==> src/rtl/cpt_lancer_if.sv <==
`default_nettype none
// +----------------------------------------------------------------------------+
// | cpt_lancer_if : roll-range bounds, roll button and rolled-value bundle      |
// | Revision      : 1.0                                                          |
// +----------------------------------------------------------------------------+
interface cpt_lancer_if;
   logic [6:0] Min;
   logic [6:0] Max;
   logic       Lancer;
   logic [6:0] Valeur;
   logic       Valid;
   logic       Busy;

   modport master (
      output Min, Max, Lancer,
      input  Valeur, Valid, Busy
   );

   modport slave (
      input  Min, Max, Lancer,
      output Valeur, Valid, Busy
   );
endinterface
`default_nettype wire

==> src/rtl/cpt_lancer.sv <==
`default_nettype none
// +----------------------------------------------------------------------------+
// | cpt_lancer : rolling-value generator cycling through [Min, Max] while the   |
// |              roll button is held; optional deceleration selected by the     |
// |              CPT_LANCER_SLOWDOWN_EN macro.                                  |
// | Revision   : 1.0                                                            |
// +----------------------------------------------------------------------------+
module cpt_lancer #(
   parameter int SLOW_STEPS = 8,
   parameter int SLOW_BASE  = 4,
   parameter int DIV_W      = 16
) (
   input  wire logic   Clk,
   input  wire logic   Reset,
   cpt_lancer_if.slave bus
);

   typedef enum logic [1:0] {
      S_IDLE   = 2'd0,
      S_ROLL   = 2'd1,
      S_RESULT = 2'd2
`ifdef CPT_LANCER_SLOWDOWN_EN
      ,
      S_SLOW   = 2'd3
`endif
   } state_t;

   state_t     state_q, state_d;
   logic       sync1_q, sync2_q;
   logic [6:0] valeur_q, valeur_d;
   logic       valid_q, valid_d;
   logic       busy_q, busy_d;
   logic       l_s;
   logic [6:0] step_val;

   assign l_s = sync2_q;

   // Out-of-range or at-top values wrap to Min, which also pins the output when Min > Max.
   assign step_val = (valeur_q >= bus.Max || valeur_q < bus.Min) ? bus.Min : valeur_q + 7'd1;

`ifdef CPT_LANCER_SLOWDOWN_EN
   localparam logic [3:0] c_last_step = 4'(SLOW_STEPS - 1);

   logic [DIV_W-1:0] presc_q, presc_d;
   logic [DIV_W-1:0] presc_reload;
   logic [3:0]       idx_q, idx_d;
   logic [4:0]       idx_next;

   assign idx_next     = {1'b0, idx_q} + 5'd1;
   assign presc_reload = (DIV_W'(SLOW_BASE) << idx_next) - DIV_W'(1);

   always_ff @(posedge Clk or posedge Reset) begin
      if (Reset) begin
         presc_q <= '0;
         idx_q   <= '0;
      end else begin
         presc_q <= presc_d;
         idx_q   <= idx_d;
      end
   end
`else
   localparam int c_unused_cfg = SLOW_STEPS + SLOW_BASE + DIV_W;
`endif

   always_ff @(posedge Clk or posedge Reset) begin
      if (Reset) begin
         state_q  <= S_IDLE;
         sync1_q  <= 1'b0;
         sync2_q  <= 1'b0;
         valeur_q <= '0;
         valid_q  <= 1'b0;
         busy_q   <= 1'b0;
      end else begin
         state_q  <= state_d;
         sync1_q  <= bus.Lancer;
         sync2_q  <= sync1_q;
         valeur_q <= valeur_d;
         valid_q  <= valid_d;
         busy_q   <= busy_d;
      end
   end

   always_comb begin
      state_d  = state_q;
      valeur_d = valeur_q;
`ifdef CPT_LANCER_SLOWDOWN_EN
      presc_d  = presc_q;
      idx_d    = idx_q;
`endif
      case (state_q)
         S_IDLE, S_RESULT: begin
            if (l_s) begin
               state_d  = S_ROLL;
               valeur_d = bus.Min;
            end
         end
         S_ROLL: begin
            if (l_s) begin
               valeur_d = step_val;
            end else begin
`ifdef CPT_LANCER_SLOWDOWN_EN
               state_d = S_SLOW;
               idx_d   = '0;
               presc_d = DIV_W'(SLOW_BASE - 1);
`else
               state_d = S_RESULT;
`endif
            end
         end
`ifdef CPT_LANCER_SLOWDOWN_EN
         S_SLOW: begin
            // A re-press resumes rolling from the current value without reloading Min.
            if (l_s) begin
               state_d = S_ROLL;
            end else if (presc_q == '0) begin
               valeur_d = step_val;
               idx_d    = idx_next[3:0];
               presc_d  = presc_reload;
               if (idx_q == c_last_step) begin
                  state_d = S_RESULT;
               end
            end else begin
               presc_d = presc_q - DIV_W'(1);
            end
         end
`endif
         default: state_d = S_IDLE;
      endcase

      valid_d = (state_d == S_RESULT);
`ifdef CPT_LANCER_SLOWDOWN_EN
      busy_d  = (state_d == S_ROLL) || (state_d == S_SLOW);
`else
      busy_d  = (state_d == S_ROLL);
`endif
   end

   assign bus.Valeur = valeur_q;
   assign bus.Valid  = valid_q;
   assign bus.Busy   = busy_q;

endmodule
`default_nettype wire

==> src/flat_wrapper.sv <==
// flat-port wrapper written by rule: the top's interface ports become plain ports
module cpt_lancer_flat 
#(
   parameter int SLOW_STEPS = 8,
   parameter int SLOW_BASE  = 4,
   parameter int DIV_W      = 16
)
  (Clk, Reset, bus_Min, bus_Max, bus_Lancer, bus_Valeur, bus_Valid, bus_Busy);
  cpt_lancer_if bus_i ();
  input  wire logic Clk;
  input  wire logic Reset;
  input wire logic [$bits(bus_i.Min)-1:0] bus_Min;
  input wire logic [$bits(bus_i.Max)-1:0] bus_Max;
  input wire logic [$bits(bus_i.Lancer)-1:0] bus_Lancer;
  output wire logic [$bits(bus_i.Valeur)-1:0] bus_Valeur;
  output wire logic [$bits(bus_i.Valid)-1:0] bus_Valid;
  output wire logic [$bits(bus_i.Busy)-1:0] bus_Busy;
  assign bus_i.Min = bus_Min;
  assign bus_i.Max = bus_Max;
  assign bus_i.Lancer = bus_Lancer;
  assign bus_Valeur = bus_i.Valeur;
  assign bus_Valid = bus_i.Valid;
  assign bus_Busy = bus_i.Busy;
  cpt_lancer #(.SLOW_STEPS(SLOW_STEPS), .SLOW_BASE(SLOW_BASE), .DIV_W(DIV_W)) u_core (.Clk(Clk), .Reset(Reset), .bus(bus_i));
endmodule
==> config.mk <==
export PLATFORM = sky130hd
export DESIGN_NAME = cpt_lancer_flat
export DESIGN_NICKNAME = d
export VERILOG_FILES = /design/src/rtl/cpt_lancer_if.sv /design/src/rtl/cpt_lancer.sv /design/src/flat_wrapper.sv
export SDC_FILE = /design/constraint.sdc
export NUM_CORES = 1
export LEC_CHECK = 0
export CAP_MARGIN = 5
export CORE_MARGIN = 3
export CORE_UTILIZATION = 50
export CTS_BUF_LIST = sky130_fd_sc_hd__clkbuf_8
export DETAILED_ROUTE_END_ITERATION = 8
export PLACE_DENSITY = 0.82
export SLEW_MARGIN = 20
export SYNTH_ARGS = -nofsm -noshare
export SYNTH_HDL_FRONTEND = slang
export SYNTH_SLANG_ARGS = --single-unit
==> constraint.sdc <==
create_clock -name Clk -period 3 [get_ports Clk]
set_clock_uncertainty 0.2 [all_clocks]
set_input_delay 0.3 -clock Clk [delete_from_list [all_inputs] [get_ports Clk]]
set_output_delay 0.3 -clock Clk [all_outputs]
set_load 0.01 [all_outputs]
==> run_results.csv, run 1 <==
group,metric,value,unit
run_status,status,"completed",
sta,period_share,81.71,%
cts,clockBufferDepth,2,
yosys,synth_area_per_cell,9.384,um^2
cts,postCtsSetupBuffers,0,
yosys,synth_edf_count,0,
sta,fmax,408.0,MHz
setup_path,cp_slowest_cell,"clkdlybuf4s50_1",
yosys,yosysUniqueCellTypes,30,
yosys,syn_inst,106,
setup_path,cp_max_fo,7,
setup_path,slowest_delay,0.45,ns
yosys,yosysSeqAreaShare,32.70,%
cts,cts_tree,"built",
die,start_util,55.21,%
yosys,netlist_top_cells_area,"dfrtp_1, ha_1, o311ai_2",
die,io_pins,26,
yosys,synth_seq_cells,13,
global_routing,grt.total_usage,20.02,%
route,final_antenna_net_count,0,
power,ir_drop,357.6,uV
setup_path,cp-end-kind,"flop",
route,dr.pass1.iters,4,
cts,cts.sinks,13,
power,leakagePower,0.6171,nW
sta,rsz0062_at_grt,"false",
setup_path,crit_arrival,2.37,ns
setup_path,cp_num_cells,8,
die,core_area,1802,um^2
route,wl,2.226,mm
cts,cts.htree.levels,1,
place,io_buffers,25,
cells_and_area,final_cell_mix,"clkdlybuf4s50_1, inv_1, ha_1, dfrtp_1, nand2_1",
job,max-cap-violations,0,
sta,layout_setup_ws,0.5488,ns
cells_and_area,layout_commonest_cell,"clkdlybuf4s50_1",
die,die-width,50.60,um
yosys,synth_top_area_share,32.70,%
setup_path,reg2reg_depth,6,
sta,holdWs,0.1602,ns
cells_and_area,fin_util,72.50,%
cts,cts_buffers,3,
yosys,async_flop_share,100.0,%
sta,maxSlewViolCount,0,
place,place_congestion,0.8415,
sta,fin_setup_tns,0,ns
die,rows,15,
place,post-dp-hpwl,1.724,mm
cells_and_area,nets,165,
yosys,syn_nets,137,
yosys,syn_area,994.7,um^2
setup_path,required,2.92,ns
cts,clk_pin_slew,0.06,ns
cells_and_area,drive_gt1_share,9.023,%
setup_path,path_cells,"clkdlybuf4s50_1, inv_1, ha_1, a21o_1, a2111oi_0, o21a_1, and2_4, o211ai_1",
die,die_area,2560,um^2
setup_path,worstPathBufferInverterCount,2,
cts,clk_latency,0.25,ns
global_routing,antenna_found_initial,0,
global_routing,grt_pass1_vias,831,
power,powerDensity,538.6,nW/um^2
sta,setup_violations,0,
global_routing,gr-total-overflow,0,
sta,finalCriticalPeriod,2.451,ns
yosys,yosysTopAreaCell,"dfrtp_1",
cts,ctsRootBufferMaster,"clkbuf_8",
global_routing,grt_max_degree,20,
sta,tightest_slew,0.6891,ns
route,vias_per_cell,5.500,
cells_and_area,antenna_cells,0,
die,die_y,50.60,um
cts,cts.repair.resized,0,
route,drc,0,
cells_and_area,syn_to_final_growth,31.32,%
setup_path,critPathTopFamily,"compound AO/OA/AOI/OAI gates",
cts,cts_hold_buf,0,
setup_path,path_class,"input pin to flop",
route,avgRoutedWirePerCell,14.09,um
route,via_count,869,
setup_path,worstSetupStartpointType,"input pin",
global_routing,grt_first_pass_wirelength,3.788,mm
yosys,synth_ff_type,"dfrtp_1",
min_path,hold_path.class,"flop to flop",
place,pre_cts_slack,0.2746,ns
route,drtIter0Drc,18,
min_path,min_path_cells,0,
yosys,yosysWarnings,0,
sta,slew_headroom,53.95,%
sta,finalHoldViolCount,0,
-- worst reg2reg max path, cell delays in order (launching register included) --
cell       delay, ns
dfrtp_1         0.46
ha_1            0.36
a21o_1          0.19
a2111oi_0       0.40
o21a_1          0.30
and2_4          0.26
o211ai_1        0.13
-- final timing paths --
path / startpoint / endpoint / slack [ns]
min: u_core.sync1_q / u_core.l_s / 0.16
max: bus_Max[5] / u_core.bus.Valeur[1] / 0.55
min reg2reg: u_core.sync1_q / u_core.l_s / 0.16
min in group asynchronous: Reset / u_core.bus.Valeur[0] / 0.18
max reg2reg: u_core.bus.Valeur[5] / u_core.bus.Valeur[1] / 0.58
max in group asynchronous: Reset / u_core.bus.Valeur[6] / 2.07
-- cell families (layout without fill, tap and decap cells) --
group	after synthesis	count (layout)	share of synthesized area (%)
adders and majority gates	14	14	17.61
xor gates and xnor gates	1	1	0.8807
DFF	13	13	32.70
buffers and inverters	19	46	8.302
AOI/OAI and AO/OA	23	23	22.14
and+or+nand+nor	36	36	18.36
-- routing by layer --
| metal | track usage, % | wire length (um) | vias up |
|---|---|---|---|
| li1 | - | - | 435 |
| met1 | 22.34 | 927 | 393 |
| met2 | 33.26 | 1102 | 34 |
| met3 | 6.231 | 127 | 7 |
| met4 | 11.66 | 69 | 0 |
| met5 | 0 | 0 | - |
-- sequential cells by signal, summed over array words and instances (netlist names) --
name	cells
u_core.bus.Valeur	7
u_core.state_q	2
u_core.bus.Busy	1
u_core.bus.Valid	1
u_core.l_s	1
u_core.sync1_q	1
-- cells in the mapped netlist (2+ instances only) --
cell type and number:
or2_2 2, and2_1 3, a21o_1 2, o211ai_1 5
nor3_1 4, ha_1 14, nand4_1 3, nor2b_1 2
nand2_1 12, nand3_1 3, o311ai_2 5, dfrtp_1 13
inv_1 16, a32oi_1 2, a211o_1 2, nand2b_1 2
nor2_1 3
-- stage by stage --
step	area (um^2)	instances	power [mW]
after floorplan	994.7	106	0.4372
after global placement	1261	154	0.5337
after detailed placement	1261	154	0.5501
after CTS	1306	158	0.7066
after global routing	1306	158	0.7581
final	1306	158	0.7036
-- final cells by class --
| cell class | instances | area, um^2 |
|---|---|---|
| multi-input cells | 74 | 586.8 |
| fillers | 151 | 495.5 |
| flip-flops and latches | 13 | 325.3 |
| repair buffers | 26 | 257.7 |
| inverters | 16 | 60.06 |
| clock buffers | 3 | 41.29 |
| well taps | 25 | 31.28 |
| clock inverters | 1 | 3.754 |
-- power by group --
part	internal (mW)	switching (mW)	total, mW
registers	0.205	0.0494	0.254
clock network	0.0905	0.0642	0.155
logic	0.154	0.141	0.295
total	0.449	0.254	0.704
Power figures use the tool's default switching activity.
==> inputs of run 2 (changes only) <==
==> constraint.sdc (replaced) <==
create_clock -name Clk -period 2.54 [get_ports Clk]
set_clock_uncertainty 0.2 [all_clocks]
set_input_delay 0.254 -clock Clk [delete_from_list [all_inputs] [get_ports Clk]]
set_output_delay 0.254 -clock Clk [all_outputs]
set_load 0.01 [all_outputs]
==> run_results.csv, run 2 (synthesis gave the netlist of run 1 again) <==
group,metric,value,unit
die,start_util,55.21,%
route,final_antenna_net_count,0,
die,core_area,1802,um^2
min_path,hold_path.class,"input pin to async pin",
setup_path,r2r-start,"u_core.bus.Valeur[4]",
cells_and_area,layout_commonest_cell,"clkdlybuf4s50_1",
sta,slew_headroom,52.66,%
cts,ctsRootBufferMaster,"clkbuf_8",
cells_and_area,nFillCells,134,
place,place_area,1291,um^2
cells_and_area,antenna_cells,0,
setup_path,crit_arrival,2.30,ns
global_routing,grt_max_degree,20,
setup_path,cp_max_fo,8,
global_routing,antenna_found_initial,0,
die,io_pins,26,
place,post-dp-hpwl,1.815,mm
die,rows,15,
sta,fmax,424.6,MHz
sta,holdWs,0.1306,ns
route,dr.pass1.iters,4,
cts,clk_latency,0.25,ns
setup_path,r2r-end,"u_core.bus.Valeur[3]",
route,wl,2.364,mm
sta,finalHoldViolCount,0,
sta,finalCriticalPeriod,2.355,ns
cells_and_area,design_area,1338,um^2
power,ir_drop,540.5,uV
cells_and_area,largest_reg_flops,7,
route,via_count,891,
place,dpl.cell_count,158,
place,io_buffers,25,
cts,cts_buffers,3,
setup_path,reg2reg_depth,6,
setup_path,required,2.48,ns
power,leakagePower,0.6356,nW
cells_and_area,nets,169,
route,drtIter0Drc,16,
setup_path,cp-end-kind,"flop",
die,die_area,2560,um^2
sta,rsz0062_at_grt,"false",
cts,clockBufferDepth,2,
cells_and_area,final_cell_count_no_fill,162,
cts,cts.htree.levels,1,
cells_and_area,final_cell_mix,"clkdlybuf4s50_1, inv_1, ha_1, dfrtp_1, nand2_1",
global_routing,gr-total-overflow,0,
power,powerDensity,652.1,nW/um^2
place,place_congestion,0.8429,
global_routing,grt_pass1_vias,897,
cells_and_area,syn_to_final_growth,34.47,%
sta,setup_violations,0,
sta,fin_setup_tns,0,ns
route,avgRoutedWirePerCell,14.59,um
setup_path,worstSetupStartpointType,"flop",
setup_path,path_class,"flop to flop",
cells_and_area,drive_gt1_share,12.41,%
global_routing,grt_first_pass_wirelength,3.836,mm
sta,maxSlewViolCount,0,
route,vias_per_cell,5.500,
run_status,status,"completed",
sta,period_share,92.73,%
die,die-width,50.60,um
sta,tightest_slew,0.7084,ns
job,max-cap-violations,0,
cts,cts_hold_buf,0,
setup_path,rrSetupSlack,0.18,ns
cts,cts.repair.resized,0,
cts,cts_tree,"built",
route,drc,0,
die,die_y,50.60,um
cts,cts.sinks,13,
cts,postCtsSetupBuffers,0,
cts,clk_pin_slew,0.06,ns
global_routing,grt.total_usage,20.02,%
==> run 2: cell types whose count changed in the layout (fill, tap and decap cells not counted), sizes merged <==
| cell | change |
|---|---|
| buf | +4 |
| clkinv | +1 |
| inv | -1 |
==> run 2: per-layer routing <==
layer / GRT usage (%) / routed length, um
met1: 23.44 / 991
met2: 34.57 / 1249
met3: 5.045 / 78
met4: 8.072 / 44
met5: 0 / 0
==> run 2: worst max path at each step <==
stage	startpoint	end	slack (ns)	cells past startpoint
final	u_core.bus.Valeur[4]	u_core.bus.Valeur[3]	0.18	6
after detailed placement	bus_Max[5]	u_core.bus.Valeur[1]	-0.04	8
after CTS	u_core.bus.Valeur[4]	u_core.bus.Valeur[6]	0.20	6
after floorplan	u_core.bus.Valeur[5]	u_core.bus.Valeur[0]	0.32	7
after global routing	u_core.bus.Valeur[4]	u_core.bus.Valeur[4]	0.09	6
after global placement	bus_Min[4]	u_core.bus.Valeur[3]	-0.02	8
==> run 2: worst max-delay path: stages (launching register included) <==
cell and delay (ns):
dfrtp_1 0.47, ha_1 0.36, a21o_1 0.17, a211o_1 0.29
a41o_1 0.31, and2_4 0.24, o311ai_2 0.21
==> run 2: power breakdown <==
part           switching (mW)  internal (mW)
sequential             0.0482          0.242
combinational           0.187          0.206
clock                  0.0808          0.109
total                   0.316          0.556
==> run 2: layout make-up <==
type                            instances  area [um^2]  area share (%)
Clock buffer                            3        41.29           3.087
Clock inverter                          1        5.005          0.3742
Inverter                               16        60.06           4.490
Multi-Input combinational cell         74        586.8           43.87
Sequential cell                        13        325.3           24.32
Tap cell                               25        31.28           2.339
Timing Repair Buffer                   30        287.8           21.52
==> run 2: stage by stage <==
stage | power, mW | setup WS [ns] | utilization (%)
2_1_floorplan | 0.5164 | 0.3200 | -
3_3_place_gp | 0.6561 | -0.01541 | 71.67
3_5_place_dp | 0.6798 | -0.04054 | 71.67
4_1_cts | 0.8701 | 0.2024 | 74.24
5_1_grt | 0.9245 | 0.08975 | 74.24
6_report | 0.8722 | 0.1847 | 74.24
